==> src/rtl/axi4_reg_slice.sv <==
// Five-channel AXI4 register slice: a two-entry skid buffer per channel breaks every valid/ready/payload path.
// Optional performance counters are enabled by defining AXI4_REG_SLICE_PERF_EN.

module axi4_reg_slice_skid #(
    parameter int WIDTH = 8
) (
    input  logic             clk,
    input  logic             rst,
    input  logic             in_valid,
    output logic             in_ready,
    input  logic [WIDTH-1:0] in_data,
    output logic             out_valid,
    input  logic             out_ready,
    output logic [WIDTH-1:0] out_data
);

    typedef enum logic [1:0] {EMPTY, ONE, FULL} state_t;

    state_t           state_q, state_d;
    logic [WIDTH-1:0] main_q, main_d;
    logic [WIDTH-1:0] skid_q, skid_d;
    logic             in_ready_q;
    logic             push;
    logic             pop;

    assign push      = in_valid && in_ready_q;
    assign pop       = (state_q != EMPTY) && out_ready;
    assign in_ready  = in_ready_q;
    assign out_valid = (state_q != EMPTY);
    assign out_data  = main_q;

    always_comb begin
        state_d = state_q;
        main_d  = main_q;
        skid_d  = skid_q;
        case (state_q)
            EMPTY: begin
                if (push) begin
                    state_d = ONE;
                    main_d  = in_data;
                end
            end
            ONE: begin
                if (push && !pop) begin
                    state_d = FULL;
                    skid_d  = in_data;
                end else if (push && pop) begin
                    main_d  = in_data;
                end else if (pop) begin
                    state_d = EMPTY;
                end
            end
            FULL: begin
                // Input ready is low here, so only a pop can move the state.
                if (pop) begin
                    state_d = ONE;
                    main_d  = skid_q;
                end
            end
            default: state_d = EMPTY;
        endcase
    end

    always_ff @(posedge clk) begin
        if (rst) begin
            state_q    <= EMPTY;
            main_q     <= '0;
            skid_q     <= '0;
            in_ready_q <= 1'b0;
        end else begin
            state_q    <= state_d;
            main_q     <= main_d;
            skid_q     <= skid_d;
            in_ready_q <= (state_d != FULL);
        end
    end

endmodule

module axi4_reg_slice #(
    parameter int AXI_DATA_WIDTH = 128,
    parameter int AXI_ADDR_WIDTH = 40,
    parameter int AXI_ID_WIDTH   = 8
) (
    input  logic                        clk,
    input  logic                        rst,
`ifdef AXI4_REG_SLICE_PERF_EN
    input  logic                        perf_clr,
    output logic [31:0]                 perf_aw_cnt,
    output logic [31:0]                 perf_ar_cnt,
    output logic [31:0]                 perf_w_stall,
    output logic [31:0]                 perf_r_stall,
`endif
    input  logic [AXI_ID_WIDTH-1:0]     s_axi_awid,
    input  logic [AXI_ADDR_WIDTH-1:0]   s_axi_awaddr,
    input  logic [7:0]                  s_axi_awlen,
    input  logic [2:0]                  s_axi_awsize,
    input  logic [1:0]                  s_axi_awburst,
    input  logic                        s_axi_awvalid,
    output logic                        s_axi_awready,
    input  logic [AXI_DATA_WIDTH-1:0]   s_axi_wdata,
    input  logic [AXI_DATA_WIDTH/8-1:0] s_axi_wstrb,
    input  logic                        s_axi_wlast,
    input  logic                        s_axi_wvalid,
    output logic                        s_axi_wready,
    output logic [AXI_ID_WIDTH-1:0]     s_axi_bid,
    output logic [1:0]                  s_axi_bresp,
    output logic                        s_axi_bvalid,
    input  logic                        s_axi_bready,
    input  logic [AXI_ID_WIDTH-1:0]     s_axi_arid,
    input  logic [AXI_ADDR_WIDTH-1:0]   s_axi_araddr,
    input  logic [7:0]                  s_axi_arlen,
    input  logic [2:0]                  s_axi_arsize,
    input  logic [1:0]                  s_axi_arburst,
    input  logic                        s_axi_arvalid,
    output logic                        s_axi_arready,
    output logic [AXI_ID_WIDTH-1:0]     s_axi_rid,
    output logic [AXI_DATA_WIDTH-1:0]   s_axi_rdata,
    output logic [1:0]                  s_axi_rresp,
    output logic                        s_axi_rlast,
    output logic                        s_axi_rvalid,
    input  logic                        s_axi_rready,
    output logic [AXI_ID_WIDTH-1:0]     m_axi_awid,
    output logic [AXI_ADDR_WIDTH-1:0]   m_axi_awaddr,
    output logic [7:0]                  m_axi_awlen,
    output logic [2:0]                  m_axi_awsize,
    output logic [1:0]                  m_axi_awburst,
    output logic                        m_axi_awvalid,
    input  logic                        m_axi_awready,
    output logic [AXI_DATA_WIDTH-1:0]   m_axi_wdata,
    output logic [AXI_DATA_WIDTH/8-1:0] m_axi_wstrb,
    output logic                        m_axi_wlast,
    output logic                        m_axi_wvalid,
    input  logic                        m_axi_wready,
    input  logic [AXI_ID_WIDTH-1:0]     m_axi_bid,
    input  logic [1:0]                  m_axi_bresp,
    input  logic                        m_axi_bvalid,
    output logic                        m_axi_bready,
    output logic [AXI_ID_WIDTH-1:0]     m_axi_arid,
    output logic [AXI_ADDR_WIDTH-1:0]   m_axi_araddr,
    output logic [7:0]                  m_axi_arlen,
    output logic [2:0]                  m_axi_arsize,
    output logic [1:0]                  m_axi_arburst,
    output logic                        m_axi_arvalid,
    input  logic                        m_axi_arready,
    input  logic [AXI_ID_WIDTH-1:0]     m_axi_rid,
    input  logic [AXI_DATA_WIDTH-1:0]   m_axi_rdata,
    input  logic [1:0]                  m_axi_rresp,
    input  logic                        m_axi_rlast,
    input  logic                        m_axi_rvalid,
    output logic                        m_axi_rready
);

    localparam int A_W = AXI_ID_WIDTH + AXI_ADDR_WIDTH + 8 + 3 + 2;
    localparam int W_W = AXI_DATA_WIDTH + AXI_DATA_WIDTH / 8 + 1;
    localparam int B_W = AXI_ID_WIDTH + 2;
    localparam int R_W = AXI_ID_WIDTH + AXI_DATA_WIDTH + 2 + 1;

    logic [A_W-1:0] aw_out;
    logic [W_W-1:0] w_out;
    logic [B_W-1:0] b_out;
    logic [A_W-1:0] ar_out;
    logic [R_W-1:0] r_out;

    axi4_reg_slice_skid #(.WIDTH(A_W)) u_aw (
        .clk(clk), .rst(rst),
        .in_valid(s_axi_awvalid), .in_ready(s_axi_awready),
        .in_data({s_axi_awid, s_axi_awaddr, s_axi_awlen, s_axi_awsize, s_axi_awburst}),
        .out_valid(m_axi_awvalid), .out_ready(m_axi_awready), .out_data(aw_out)
    );
    assign {m_axi_awid, m_axi_awaddr, m_axi_awlen, m_axi_awsize, m_axi_awburst} = aw_out;

    axi4_reg_slice_skid #(.WIDTH(W_W)) u_w (
        .clk(clk), .rst(rst),
        .in_valid(s_axi_wvalid), .in_ready(s_axi_wready),
        .in_data({s_axi_wdata, s_axi_wstrb, s_axi_wlast}),
        .out_valid(m_axi_wvalid), .out_ready(m_axi_wready), .out_data(w_out)
    );
    assign {m_axi_wdata, m_axi_wstrb, m_axi_wlast} = w_out;

    // Response channels run slave-to-master, so the m side feeds the buffer.
    axi4_reg_slice_skid #(.WIDTH(B_W)) u_b (
        .clk(clk), .rst(rst),
        .in_valid(m_axi_bvalid), .in_ready(m_axi_bready),
        .in_data({m_axi_bid, m_axi_bresp}),
        .out_valid(s_axi_bvalid), .out_ready(s_axi_bready), .out_data(b_out)
    );
    assign {s_axi_bid, s_axi_bresp} = b_out;

    axi4_reg_slice_skid #(.WIDTH(A_W)) u_ar (
        .clk(clk), .rst(rst),
        .in_valid(s_axi_arvalid), .in_ready(s_axi_arready),
        .in_data({s_axi_arid, s_axi_araddr, s_axi_arlen, s_axi_arsize, s_axi_arburst}),
        .out_valid(m_axi_arvalid), .out_ready(m_axi_arready), .out_data(ar_out)
    );
    assign {m_axi_arid, m_axi_araddr, m_axi_arlen, m_axi_arsize, m_axi_arburst} = ar_out;

    axi4_reg_slice_skid #(.WIDTH(R_W)) u_r (
        .clk(clk), .rst(rst),
        .in_valid(m_axi_rvalid), .in_ready(m_axi_rready),
        .in_data({m_axi_rid, m_axi_rdata, m_axi_rresp, m_axi_rlast}),
        .out_valid(s_axi_rvalid), .out_ready(s_axi_rready), .out_data(r_out)
    );
    assign {s_axi_rid, s_axi_rdata, s_axi_rresp, s_axi_rlast} = r_out;

`ifdef AXI4_REG_SLICE_PERF_EN
    function automatic logic [31:0] sat_inc(input logic [31:0] cnt, input logic en);
        return (en && cnt != 32'hFFFF_FFFF) ? cnt + 32'd1 : cnt;
    endfunction

    // Clear (reset or perf_clr) wins over any increment in the same cycle.
    always_ff @(posedge clk) begin
        if (rst || perf_clr) begin
            perf_aw_cnt  <= '0;
            perf_ar_cnt  <= '0;
            perf_w_stall <= '0;
            perf_r_stall <= '0;
        end else begin
            perf_aw_cnt  <= sat_inc(perf_aw_cnt, s_axi_awvalid && s_axi_awready);
            perf_ar_cnt  <= sat_inc(perf_ar_cnt, s_axi_arvalid && s_axi_arready);
            perf_w_stall <= sat_inc(perf_w_stall, m_axi_wvalid && !m_axi_wready);
            perf_r_stall <= sat_inc(perf_r_stall, s_axi_rvalid && !s_axi_rready);
        end
    end
`endif

endmodule
==> config.mk <==
export PLATFORM = sky130hd
export DESIGN_NAME = axi4_reg_slice
export DESIGN_NICKNAME = d
export VERILOG_FILES = /design/src/rtl/axi4_reg_slice.sv
export SDC_FILE = /design/constraint.sdc
export NUM_CORES = 2
export LEC_CHECK = 0
export ABC_AREA = 1
export BUFFER_PORTS_ARGS = -buffer_cell sky130_fd_sc_hd__buf_2
export CAP_MARGIN = 20
export CORE_MARGIN = 10
export CORE_UTILIZATION = 35
export DETAILED_ROUTE_END_ITERATION = 12
export GPL_ROUTABILITY_DRIVEN = 0
export HOLD_SLACK_MARGIN = 0.02
export PLACE_DENSITY_LB_ADDON = 0.25
export SLEW_MARGIN = 5
export SYNTH_ARGS = -nofsm -noshare
export SYNTH_HDL_FRONTEND = slang
export SYNTH_SLANG_ARGS = --single-unit
==> constraint.sdc <==
create_clock -name clk -period 3.8 [get_ports clk]
set_input_delay 0.57 -clock clk [delete_from_list [all_inputs] [get_ports clk]]
set_output_delay 0.57 -clock clk [all_outputs]
set_load 0.05 [all_outputs]
Word level (Yosys, flattened, before mapping) --
Index checks and enable logic that the tools add are counted.
Word-level totals: register bits after elaboration 847, output and inout bits 426, word-level logic and storage cells 160
Cells by class: equality and inequality tests 35, multiplexer cells 55, reduce and logical (&&, ||, !) cells 50
Operator list (number):
- $mux W145 | 4
- $mux W139 | 4
- $mux W61 | 8
- $pmux W145 S3 | 1
- $pmux W139 S3 | 1
- $pmux W61 S3 | 2
- $mux W2 | 25
- $mux W10 | 4
- $ne A2 B1 Y1 const B | 15
- $pmux W10 S3 | 1
- $pmux W2 S3 | 5
- $reduce_and A5 Y1 | 5
- $logic_and A1 B1 Y1 | 20
- $ne A2 B2 Y1 const B | 10
- $reduce_bool A3 Y1 | 5
- $eq A2 B1 Y1 const B | 5
- $eq A2 B2 Y1 const B | 5
- $logic_not A2 Y1 | 5
- $reduce_and A2 Y1 | 5
- $reduce_bool A2 Y1 | 5
- $logic_not A1 Y1 | 5

Depth between registers and ports, before layout --
depth after elaboration 7, mapped depth 9

Modules after synthesis --
Synthesis repeated with hierarchy kept, for this count alone.
Second synthesis, totals: cell total of the unflattened synthesis 5922, area total of the unflattened synthesis 37628.6 um^2
Modules (own cells, without submodules):
- axi4_reg_slice_skid (u_w) | times used 1, cells each 2050, area each 13010.0 um^2, sequential area each 5865.6 um^2
- axi4_reg_slice_skid (u_r) | times used 1, cells each 1965, area each 12475.7 um^2, sequential area each 5625.4 um^2
- axi4_reg_slice_skid (u_ar ...) | times used 2, cells each 872, area each 5556.6 um^2, sequential area each 2502.4 um^2
- axi4_reg_slice_skid (u_b) | times used 1, cells each 163, area each 1029.7 um^2, sequential area each 460.4 um^2

Worst setup path before layout --
Ideal clock, no wire load.
kind flip-flop to flip-flop, start register u_r.in_ready_q, in the netlist u_r.in_ready, end register u_r.main_q[119], in the netlist u_r.out_data[119], setup time 0.113 ns, arrival time 1.511 ns, setup slack 2.176 ns, stages on the path, launching flop included 8, path through dfxtp_1 > nand2_1 > nand2_1 > nand3_2 > buf_4 > buf_1 > nor2_1 > nor2_1
Between the ends: cells in the longest elaborated chain, start to end 4, elaborated cells between the ends (all ways) 7, those cells by class eq/ne: 3; reduce/logical: 4
RTL lines:
- start, declared | RTL line 22 | logic in_ready_q;
- start signal, assigned | RTL line 74 | in_ready_q <= (state_d != FULL);
- $logic_and A1 B1 Y1 * | RTL line 26 | assign push = in_valid && in_ready_q;
- $logic_and A1 B1 Y1 (on tied branches) | RTL line 44, 47
- $ne A2 B2 Y1 (no line) / $ne A2 B1 Y1 (equally long branches)
- $reduce_and A5 Y1 (no line) *
- end signal, assigned | RTL line 72 | main_q <= main_d;
- end, declared | RTL line 20 | logic [WIDTH-1:0] main_q, main_d;
Every way passes the cells marked *; elsewhere a longest branch is shown, timed or not. A chain may end at the register's enable or synchronous reset.

Worst setup path after layout --
start register u_w.state_q[0], end register u_w.in_ready_q, in the netlist u_w.in_ready
Between the ends: cells in the longest elaborated chain, start to end 7, elaborated cells between the ends (all ways) 15, those cells by class eq/ne: 3; mux: 6; reduce/logical: 6
RTL lines:
- start, declared | RTL line 19 | state_t state_q, state_d;
- start signal, assigned | RTL line 71 | state_q <= state_d;
- $reduce_bool A2 Y1 | RTL line 27 | assign pop = (state_q != EMPTY) && out_ready;
- $logic_and A1 B1 Y1 | RTL line 27
- $mux W2, or another cell as far along | RTL line 49 | end else if (pop) begin
- $mux W2 / $logic_and A1 B1 Y1 (equally long branches) | RTL line 47, 44
- $mux W2 | RTL line 44 | if (push && !pop) begin
- $pmux W2 S3 * | RTL line 36 | case (state_q)
- $ne A2 B2 Y1 * | RTL line 74
- end signal, assigned | RTL line 74
- end, declared | RTL line 22
Marked as above.

==> reports/metrics.cfg <==
[critical_path]
max_stage_delay_ps = 700
r2r-start = u_w.state_q[0]
cp_max_fo = 114
crit_family = buffers and inverters
crit_start = u_w.state_q[0]
slowest_stage = inv_6
required_ps = 4290
critPathArrivalTime_ps = 3070
criticalPathCategory = flip-flop to flip-flop
path_buf_inv = 1
start_kind = flip-flop
crit_chain = nor2_4, inv_6, o21ai_0, nor2_1
end_kind = flip-flop

[clock_network]
cts_tree = yes
numCtsBuffers = 97
cts_buffer_depth = 3
cts_repair_resize_count = 0
cts_setup_buffers = 0
htreeDepth = 3
cts-root-buf = clkbuf_16
cts.clk_slew.worst_paths_ps = 60
clock_latency_ps = 660
hold_buffers = 0
clock_sinks = 847

[die]
dieHeight_um = 344
core_sq_um = 104000
row_count = 118
start_util = 0.353
dieArea_sq_um = 118000
ios = 854
die_w_um = 344

[place]
hpwl_um = 89200
numPortBuffers = 853
placedCellCount = 7807

[pwr]
peakVddDrop_uv = 338
p_comb_frac = 0.163
p_leak_nw = 23.4
swShare = 0.301
pwr-share-clk = 0.410
p_int_mw = 15.7
power.switching_mw = 6.76
powerDensity_nw_per_um2 = 500
power_frac_seq = 0.427

[global_routing]
grt_overflow = 0
grt_pass1_vias = 33100
grt_pass1_wl_um = 195000
track_usage = 0.208
antenna_found_initial = 37
grt_start_max_net_pins = 146

[timing]
slew_headroom = 0.259
drv_slew = 0
fin_setup_tns_ps = 0
period_needed_ps = 2590
hold_viol = 0
setup_violations = 0
rsz0062_at_grt = no
finClkSkew_ps = 14.2
fmax_ghz = 0.387
tightest_slew_ps = 1110
finalCritPeriodShare = 0.680

[routing]
dr.pass1.iters = 5
ant_nets = 0
avgRoutedWirePerCell_um = 16.3
drt-total-wl_um = 130000
viasPerCell = 4.52
drtIter0Drc = 2425
vias = 36100
drc = 0

[logic_synthesis]
synth_warnings = 0
synth-seq-cells = 847
syn-cell-area_sq_um = 36700
ys_seq_area_frac = 0.462
ys_types = 19
syn_inst = 5886
synth_nets = 6314
avgSynthCellArea_sq_um = 6.23

[cells_and_area]
area_delta_synth_final_pct = 22.5
layout.nets = 6954
fin_cells = 7994
nFillCells = 11000
drive_gt1_frac = 0.160

[job]
cap_violations = 0

[status]
outcome = finished, final reports clean

[min_path]
hp-start = s_axi_wdata[105]
min_path_type = input pin to flip-flop

-- through the flow --
| stage | area [sq um] | power, mW | setup slack (ps) | util | hold WS, ps |
|---|---|---|---|---|---|
| 2_1_floorplan | 36700 | 12.3 | 2180 | - | 455 |
| 3_3_place_gp | 41800 | 13.4 | 1030 | 0.403 | 461 |
| 3_5_place_dp | 41800 | 13.5 | 1100 | 0.403 | 471 |
| 4_1_cts | 44900 | 22.7 | 1080 | 0.432 | 104 |
| 5_1_grt | 44900 | 23.4 | 894 | 0.433 | 143 |
| 6_report | 44900 | 22.5 | 1210 | 0.433 | 169 |
-- registers in the layout (all words and copies together), names as in the netlist --
register,cells
u_ar.out_data,61
u_r.skid_q,139
u_w.in_ready,1
u_b.out_data,10
u_aw.out_data,61
u_w.state_q,2
u_aw.skid_q,61
u_b.in_ready,1
u_w.skid_q,145
u_aw.state_q,2
u_ar.state_q,2
u_b.state_q,2
u_w.out_data,145
u_r.state_q,2
u_r.in_ready,1
u_ar.skid_q,61
u_r.out_data,139
u_ar.in_ready,1
u_b.skid_q,10
u_aw.in_ready,1
-- synth_stat cells --
cell type     n  area [sq um]
buf_1        10          37.5
inv_1       436          1640
nand2_1    2104          7900
nand3_2       1          10.0
dfxtp_1     847         17000
buf_4        12          90.1
inv_2         8          30.0
o21ai_1      21           105
o21ai_0     405          2030
clkbuf_1    197           739
nand2_2       1          6.26
and2_1        5          31.3
clkinv_1      3          11.3
buf_2       138           691
a21oi_1       5          25.0
nor2_1     1681          6310
nand4_1       5          31.3
nand3_1       4          20.0
nor2_2        3          18.8
-- routing by layer --
metal,vias up,wire length [um],global-route usage,share of wire
met5,-,196,0,0.0015
met4,28,5230,0.0954,0.040
met3,231,9440,0.0528,0.073
met2,1007,60500,0.337,0.46
met1,16100,54800,0.258,0.42
li1,18800,-,-,-
-- final cells by class --
| type | count | area [sq um] | share of cell area |
|---|---|---|---|
| sequential | 847 | 17000 | 0.377 |
| clock inverter | 16 | 211 | 0.00471 |
| tap | 1380 | 1730 | 0.0384 |
| clock buffer | 150 | 2880 | 0.0641 |
| multi-input combinational | 4235 | 16600 | 0.369 |
| timing repair buffer | 898 | 4840 | 0.108 |
| antenna | 21 | 52.6 | 0.00117 |
| inverter | 447 | 1700 | 0.0379 |
-- cell usage in the layout (no fill, tap or decap), types with 19 or more instances in the layout --
cell type,netlist,final
buf_4,12,26
inv_1,436,435
o21ai_0,405,405
o21ai_1,21,21
nand2_1,2104,2102
clkbuf_16,0,99
clkbuf_8,0,21
dfxtp_1,847,847
nor2_1,1681,1680
clkbuf_1,197,30
buf_2,138,853
diode_2,0,21
buf_12,0,19
-- cells by family after synthesis --
kind of cell           synth area share
and+or+nand+nor                   0.391
DFF                               0.462
buffers and inverters            0.0882
AOI/OAI and AO/OA                0.0588
-- power groups by stage --
stage	Sequential [mW]	Clock [mW]	Combinational [mW]
6_report	9.60	9.20	3.66
4_1_cts	9.60	9.42	3.70
2_1_floorplan	10.9	0	1.33
3_5_place_dp	9.79	0	3.68
3_3_place_gp	9.79	0	3.66
5_1_grt	9.64	9.76	4.03
-- worst paths after layout --
check                                        to  slack (ps)  depth (start not counted)
worst max-delay path               u_w.in_ready        1210                          4
worst min-delay path            u_w.skid_q[122]         170                          3
worst max register to register     u_w.in_ready        1210                          4
worst min register to register   u_w.skid_q[64]         480                          2
-- tightest hold or removal path, delay by kind of cell --
| family | cells | cell delay (ps) |
|---|---|---|
| AOI/OAI and AO/OA | 1 | 60 |
| buffers and inverters | 1 | 90 |
| and+or+nand+nor | 1 | 70 |
(Power assumes the default switching activity.)
